## src/rtl/exe_mem_skid_reg.sv

```systemverilog
// Two-entry skid buffer used as the EXE->MEM pipeline register.
// in_ready comes from the occupancy flop, so a cache miss never reaches EXE combinationally.
module exe_mem_skid_reg #(
    parameter int DATA_W = 32,
    parameter int DEST_W = 4,
    parameter int CNT_W  = 16
) (
    input  logic              clk,
    input  logic              rst,
    input  logic              in_valid,
    output logic              in_ready,
    input  logic              in_wbEn,
    input  logic              in_memRead,
    input  logic              in_memWrite,
    input  logic [DATA_W-1:0] in_aluResult,
    input  logic [DATA_W-1:0] in_valRm,
    input  logic [DEST_W-1:0] in_dest,
    input  logic              mem_ready,
    output logic              out_valid,
    output logic              out_wbEn,
    output logic              out_memRead,
    output logic              out_memWrite,
    output logic [DATA_W-1:0] out_address,
    output logic [DATA_W-1:0] out_data,
    output logic [DEST_W-1:0] out_dest,
    output logic [CNT_W-1:0]  stall_cycles
);

    typedef enum logic [1:0] {
        EMPTY = 2'd0,
        ONE   = 2'd1,
        FULL  = 2'd2
    } state_e;

    typedef struct packed {
        logic              wb_en;
        logic              mem_read;
        logic              mem_write;
        logic [DATA_W-1:0] address;
        logic [DATA_W-1:0] data;
        logic [DEST_W-1:0] dest;
    } entry_t;

    state_e             state_q, state_d;
    entry_t             head_q, head_d;
    entry_t             tail_q, tail_d;
    logic [CNT_W-1:0]   stall_q, stall_d;
    entry_t             in_entry;
    logic               push;
    logic               pop;

    assign in_entry = '{
        wb_en:     in_wbEn,
        mem_read:  in_memRead,
        mem_write: in_memWrite,
        address:   in_aluResult,
        data:      in_valRm,
        dest:      in_dest
    };

    assign in_ready  = (state_q != FULL);
    assign out_valid = (state_q != EMPTY);
    assign push      = in_valid && in_ready;
    assign pop       = out_valid && mem_ready;

    always_comb begin
        // NOTE: every always_comb output gets a default first so no path can infer a latch.
        state_d = state_q;
        head_d  = head_q;
        tail_d  = tail_q;
        stall_d = stall_q;

        unique case (state_q)
            EMPTY: begin
                if (push) begin
                    head_d  = in_entry;
                    state_d = ONE;
                end
            end
            ONE: begin
                if (push && pop) begin
                    head_d = in_entry;
                end else if (push) begin
                    tail_d  = in_entry;
                    state_d = FULL;
                end else if (pop) begin
                    state_d = EMPTY;
                end
            end
            FULL: begin
                if (pop) begin
                    head_d  = tail_q;
                    state_d = ONE;
                end
            end
            default: state_d = EMPTY;
        endcase

        if (out_valid && !mem_ready && (stall_q != '1)) begin
            stall_d = stall_q + CNT_W'(1);
        end
    end

    always_ff @(posedge clk) begin
        // NOTE: entry registers are cleared too, so out_* read zero after reset and no stale entry survives.
        if (!rst) begin
            state_q <= EMPTY;
            head_q  <= '0;
            tail_q  <= '0;
            stall_q <= '0;
        end else begin
            state_q <= state_d;
            head_q  <= head_d;
            tail_q  <= tail_d;
            stall_q <= stall_d;
        end
    end

    // Control bits are qualified by out_valid so a bubble never starts an access.
    assign out_wbEn     = head_q.wb_en     && out_valid;
    assign out_memRead  = head_q.mem_read  && out_valid;
    assign out_memWrite = head_q.mem_write && out_valid;
    assign out_address  = head_q.address;
    assign out_data     = head_q.data;
    assign out_dest     = head_q.dest;
    assign stall_cycles = stall_q;

endmodule

```

## config.mk

```make
export PLATFORM = sky130hd
export DESIGN_NAME = exe_mem_skid_reg
export DESIGN_NICKNAME = d
export VERILOG_FILES = /design/src/rtl/exe_mem_skid_reg.sv
export SDC_FILE = /design/constraint.sdc
export NUM_CORES = 1
export LEC_CHECK = 0
export BUFFER_PORTS_ARGS = -buffer_cell sky130_fd_sc_hd__buf_4
export CORE_MARGIN = 3
export CORE_UTILIZATION = 55
export DETAILED_ROUTE_END_ITERATION = 8
export PLACE_DENSITY = 0.89
export SLEW_MARGIN = 25
export SYNTH_ARGS = -nofsm -noshare
export SYNTH_HDL_FRONTEND = slang
export SYNTH_SLANG_ARGS = --single-unit
export TNS_END_PERCENT = 10
```

## constraint.sdc

```tcl
create_clock -name clk -period 5.4 [get_ports clk]
set_input_delay 0.81 -clock clk [delete_from_list [all_inputs] [get_ports clk]]
set_output_delay 0.81 -clock clk [all_outputs]
set_load 0.02 [all_outputs]
```

==> impl_metrics.py, run 1 <==
metrics = {
    "route": {
        "dr_total_vias": 5579,
        "ant_nets": 0,
        "met3WireLength_um": 827,
        "routedWlPerCell_um": 14.8,
        "drtIter0Drc": 554,
        "routed.top_layer": "met4",
        "viasPerCell": 5.32,
        "dr.pass1.iters": 5,
        "met2_length_um": 7850,
        "drc": 0,
        "totalWireLength_um": 15500,
        "wl_met1_um": 6570,
    },
    "clock_network": {
        "cts_sinks": 160,
        "postCtsHoldBufs": 0,
        "clk_pin_slew_worst_paths_ns": 0.06,
        "post-cts-setup-buffers": 0,
        "cts_tree": "yes",
        "cts_made_buffers": 17,
        "htreeDepth": 4,
        "cts_max_path_buffers": 2,
        "cts_root_buf": "clkbuf_16",
        "post_cts_resized": 0,
        "clock_latency_ns": 0.41,
    },
    "pwr": {
        "vdd_drop_max_uv": 263,
        "p_seq_frac": 0.469,
        "power_per_cell_area_nw_per_um2": 330,
        "switching_power_uw": 693,
        "p_int_mw": 2.04,
        "power.share.clock": 0.392,
        "leakage_nw": 3.72,
        "p_sw_frac": 0.253,
        "comb_power_share": 0.139,
    },
    "sta": {
        "clock_skew_ns": 0.00922,
        "fin_crit_sh": 0.466,
        "maxSlewViolCount": 0,
        "worst_pin_slew_ns": 0.920,
        "rsz0062_at_grt": "no",
        "fmax_ghz": 0.397,
        "period_needed_ns": 2.52,
        "slew_headroom": 0.380,
        "finalSetupTns_ns": 0,
        "finalHoldViolations": 0,
        "setup_violations": 0,
    },
    "yosys": {
        "synth_nets": 881,
        "synth_area_leader_cell": "dfxtp_1",
        "yosysSeqAreaShare": 0.458,
        "synthTopCellsByArea": "dfxtp_1, mux2i_1, nand2_1",
        "synth_top_family_by_area": "simple AND/OR/NAND/NOR gates",
        "synth_top_area_frac": 0.458,
        "ys_ff_latch": 160,
        "synth-simple-area-share": 0.170,
        "synthCells": 805,
        "synth_xor_area_frac": 0.00125,
        "netlist_area_um2": 7000,
        "ys_types": 41,
        "async_reset_ff_frac": 0,
        "synth_edf_count": 0,
        "muxShareOfSynthArea": 0.109,
        "synthFlopType": "dfxtp_1",
        "yosysWarnings": 0,
        "synthAdderAreaFrac": 0.00179,
        "syn_area_per_cell_um2": 8.69,
        "synth_compound_area_frac": 0.152,
    },
    "global_routing": {
        "antenna_found_initial": 0,
        "grt_max_degree": 104,
        "first_global_vias": 5028,
        "grt_pass1_wl_um": 25100,
        "track_usage": 0.217,
        "gr-total-overflow": 0,
    },
    "worst_setup_path": {
        "cp.arrival_ns": 2.84,
        "cp_max_fo": 40,
        "critPathKind": "input port to register",
        "cp-end-kind": "register",
        "required_ns": 5.72,
        "cp-start-kind": "input port",
    },
    "worst_hold_path": {
        "hp-class": "register to register",
    },
    "floorplan": {
        "die_h_um": 119,
        "die_area_um2": 14100,
        "die_x_um": 119,
        "pin_count": 164,
        "initial_core_util": 0.573,
        "rows": 40,
        "core_um2": 12200,
    },
    "place": {
        "dp_hpwl_um": 10200,
        "placedCellCount": 1018,
        "place_congestion": 0.834,
        "port-buffer-count": 163,
    },
    "job": {
        "drv_cap": 0,
    },
    "cells_and_area": {
        "fin_cells": 1048,
        "n_antenna_cell": 0,
        "area_growth_pct": 18.5,
        "fin_nets": 946,
        "fin_util": 0.679,
        "drive_above_1_share": 0.241,
    },
    "run_status": {
        "status": "finished clean",
    },
}
==> final timing paths <==
path	endpoint	from	slack (ns)	depth (start not counted)
worst min register to register	tail_q[31]	tail_q[31]	0.45	2
worst max-delay path	tail_q[34]	mem_ready	2.88	6
worst max register to register	tail_q[34]	state_q[0]	2.94	5
worst min-delay path	tail_q[31]	tail_q[31]	0.45	2
==> cells by family after synthesis <==
family | count (synthesis)
xor gates and xnor gates | 1
DFF | 160
and+or+nand+nor | 269
AOI/OAI and AO/OA | 170
adders and majority gates | 1
muxes | 76
buffers and inverters | 128
==> cell type report <==
class                   instances  area, um^2
fillers                       979        3920
flip-flops and latches        160        3200
multi-input cells             517        3050
repair buffers                170        1290
clock buffers                  22         454
well taps                     168         210
clock inverters                 7        65.1
inverters                       4        17.5
==> sequential cells by signal, summed over array words and instances, names as in the netlist <==
name / flops
out_address: 32
tail_q: 71
out_dest: 4
head_q: 3
stall_cycles: 16
out_data: 32
state_q: 2
==> placed cells by master (no fill, tap or decap), types with 5 or more instances in the layout <==
cell type / count
clkbuf_16: 17
nor2_1: 77
nor2b_1: 5
buf_4: 169
a211oi_1: 72
dfxtp_1: 160
mux2i_1: 76
o21ai_0: 7
a21oi_1: 83
nand2_1: 150
==> cell usage after synthesis (5+ instances only) <==
cell type	n
buf_4	68
buf_2	18
nor2b_1	5
nand2_1	151
mux2i_1	76
buf_1	6
a211oi_1	72
a21oi_1	83
clkbuf_1	32
o21ai_0	7
dfxtp_1	160
nor2_1	77
==> worst max-delay path, cell delays in order <==
cell and delay, ns:
buf_4 0.14, nor2b_1 0.36, and2_2 0.76, buf_4 0.46, nand2_1 0.10, a21oi_1 0.19
==> power by group through the flow <==
stage          Sequential (mW)  Clock [mW]  Combinational [mW]
3_3_place_gp              1.31           0               0.373
6_report                  1.28        1.07               0.380
2_1_floorplan             1.30           0               0.287
3_5_place_dp              1.31           0               0.380
5_1_grt                   1.29        1.15               0.414
4_1_cts                   1.29        1.09               0.382
==> metrics by stage <==
stage | area (um^2) | setup slack (ns) | hold slack (ns) | power [mW]
2_1_floorplan | 7000 | 3.46 | 0.436 | 1.59
3_3_place_gp | 7750 | 2.63 | 0.441 | 1.68
3_5_place_dp | 7750 | 2.48 | 0.446 | 1.69
4_1_cts | 8270 | 2.89 | 0.454 | 2.76
5_1_grt | 8290 | 2.75 | 0.467 | 2.85
6_report | 8290 | 2.88 | 0.452 | 2.74
==> metal layers <==
metal,up-vias,global-route usage
met2,143,0.366
met1,2582,0.269
li1,2834,-
met3,20,0.0569
met4,0,0.0724
met5,-,0
Note: power is estimated with default switching activity, not from simulation.
==> run 2: changes to the inputs <==
--- a/config.mk
+++ b/config.mk
@@ -7,9 +7,9 @@
 export LEC_CHECK = 0
 export BUFFER_PORTS_ARGS = -buffer_cell sky130_fd_sc_hd__buf_4
 export CORE_MARGIN = 3
-export CORE_UTILIZATION = 55
+export CORE_UTILIZATION = 49
 export DETAILED_ROUTE_END_ITERATION = 8
-export PLACE_DENSITY = 0.89
+export PLACE_DENSITY = 0.85
 export SLEW_MARGIN = 25
 export SYNTH_ARGS = -nofsm -noshare
 export SYNTH_HDL_FRONTEND = slang
==> constraint.sdc (replaced) <==
create_clock -name clk -period 2.2 [get_ports clk]
set_input_delay 0.33 -clock clk [delete_from_list [all_inputs] [get_ports clk]]
set_output_delay 0.33 -clock clk [all_outputs]
set_load 0.02 [all_outputs]
==> run 2 against run 1 <==
Against the previous run:
- sequential power up 150%
- final area up 2.7%
- non-clock buffer count up 9
- clock-buffer cell count down 2
- critical path depth down 1
- combinational power rose to 2.5 times the previous value
- critical endpoint is now stall_cycles[14]
==> impl_metrics.py, run 2 (synthesis gave the netlist of run 1 again) <==
metrics = {
    "run_status": {
        "status": "finished clean",
    },
    "sta": {
        "clock_skew_ns": 0.00849,
        "worst_pin_slew_ns": 0.542,
        "maxSlewViolCount": 0,
        "whs_ns": 0.142,
        "setup_violations": 0,
        "finalHoldViolations": 0,
        "fin_crit_sh": 0.900,
        "period_needed_ns": 1.98,
        "finalSetupTns_ns": 0,
        "setup_ws_ns": 0.219,
        "fmax_ghz": 0.505,
        "rsz0062_at_grt": "no",
        "slew_headroom": 0.639,
    },
    "global_routing": {
        "gr-total-overflow": 0,
        "track_usage": 0.199,
        "grt_pass1_wl_um": 25600,
        "antenna_found_initial": 0,
        "first_global_vias": 5185,
        "grt_max_degree": 77,
    },
    "cells_and_area": {
        "fin_nets": 955,
        "final_cell_mix": "buf_4, dfxtp_1, nand2_1, a21oi_1, nor2_1",
        "final_common_cell": "buf_4",
        "drive_above_1_share": 0.254,
        "n_antenna_cell": 0,
        "largest_register_ffs": 71,
        "largest-register": "tail_q",
        "area_growth_pct": 21.7,
    },
    "floorplan": {
        "initial_core_util": 0.502,
        "pin_count": 164,
        "rows": 43,
        "die_area_um2": 15700,
        "die_h_um": 125,
        "die_x_um": 125,
        "core_um2": 13900,
    },
    "route": {
        "dr_total_vias": 5624,
        "viasPerCell": 5.25,
        "totalWireLength_um": 16100,
        "drc": 0,
        "routedWlPerCell_um": 15.0,
        "drtIter0Drc": 328,
        "ant_nets": 0,
        "dr.pass1.iters": 4,
    },
    "pwr": {
        "power_per_cell_area_nw_per_um2": 826,
        "vdd_drop_max_uv": 478,
        "leakage_nw": 3.83,
    },
    "worst_hold_path": {
        "hold_path_depth": 2,
        "hp-class": "input port to register",
    },
    "worst_setup_path": {
        "cp-start-kind": "register",
        "cp.arrival_ns": 2.33,
        "crit_chain": "ha_1, nand3_4, or4b_4, nor4b_2, mux2i_1",
        "cpPeakStageDelay_ns": 0.57,
        "critPathKind": "register to register",
        "crit_path_top_delay_cell": "or4b_4",
        "cp_max_fo": 7,
        "cp-end-kind": "register",
        "r2r_cells": 5,
        "required_ns": 2.55,
    },
    "clock_network": {
        "cts_root_buf": "clkbuf_16",
        "cts_sinks": 160,
        "cts_tree": "yes",
        "cts_made_buffers": 17,
        "htreeDepth": 4,
        "post_cts_resized": 0,
        "cts_max_path_buffers": 2,
        "clock_latency_ns": 0.42,
        "clk_pin_slew_worst_paths_ns": 0.06,
        "post-cts-setup-buffers": 0,
        "postCtsHoldBufs": 0,
    },
    "place": {
        "placement.setup.worst_slack_ns": 0.301,
        "port-buffer-count": 163,
        "place_congestion": 0.828,
        "dp_hpwl_um": 10500,
    },
    "job": {
        "drv_cap": 0,
    },
}
[run 2: area by class of cell]
cell class	count	area (um^2)
well taps	180	225
repair buffers	179	1430
clock buffers	20	457
clock inverters	12	130
inverters	4	17.5
flip-flops and latches	160	3200
multi-input cells	517	3050
fillers	1161	5420
[run 2: worst paths after layout]
kind	from	endpoint	slack (ns)
min	mem_ready	state_q[1]	0.14
max reg2reg	stall_cycles[0]	stall_cycles[14]	0.22
max	stall_cycles[0]	stall_cycles[14]	0.22
min reg2reg	tail_q[51]	tail_q[51]	0.45
[run 2: per-layer routing]
layer  share of wire  GRT usage
met1            0.44      0.252
met2            0.47      0.313
met3           0.057     0.0530
met4           0.036      0.103
met5               0          0
[run 2: stage by stage]
stage               cells  instance area [um^2]  utilization  total power [mW]
floorplan             805                  7000            -              3.89
global placement     1040                  7930        0.569              4.16
detailed placement   1040                  7930        0.569              4.18
CTS                  1072                  8520        0.611              7.11
global route         1072                  8520        0.611              7.34
finish               1072                  8520        0.611              7.04
[run 2: power by group]
part	switching (mW)	leakage, nW	internal (mW)
Clock	1.19	0.287	1.74
Sequential	0.0920	1.31	3.06
Combinational	0.540	2.23	0.423
Total	1.82	3.83	5.22
[run 2: critical path, delay by kind of cell (launching register included)]
kind                       cells  cell delay [ns]
and+or+nand+nor                3             1.06
adders and majority gates      1             0.24
DFF                            1             0.41
muxes                          1             0.22
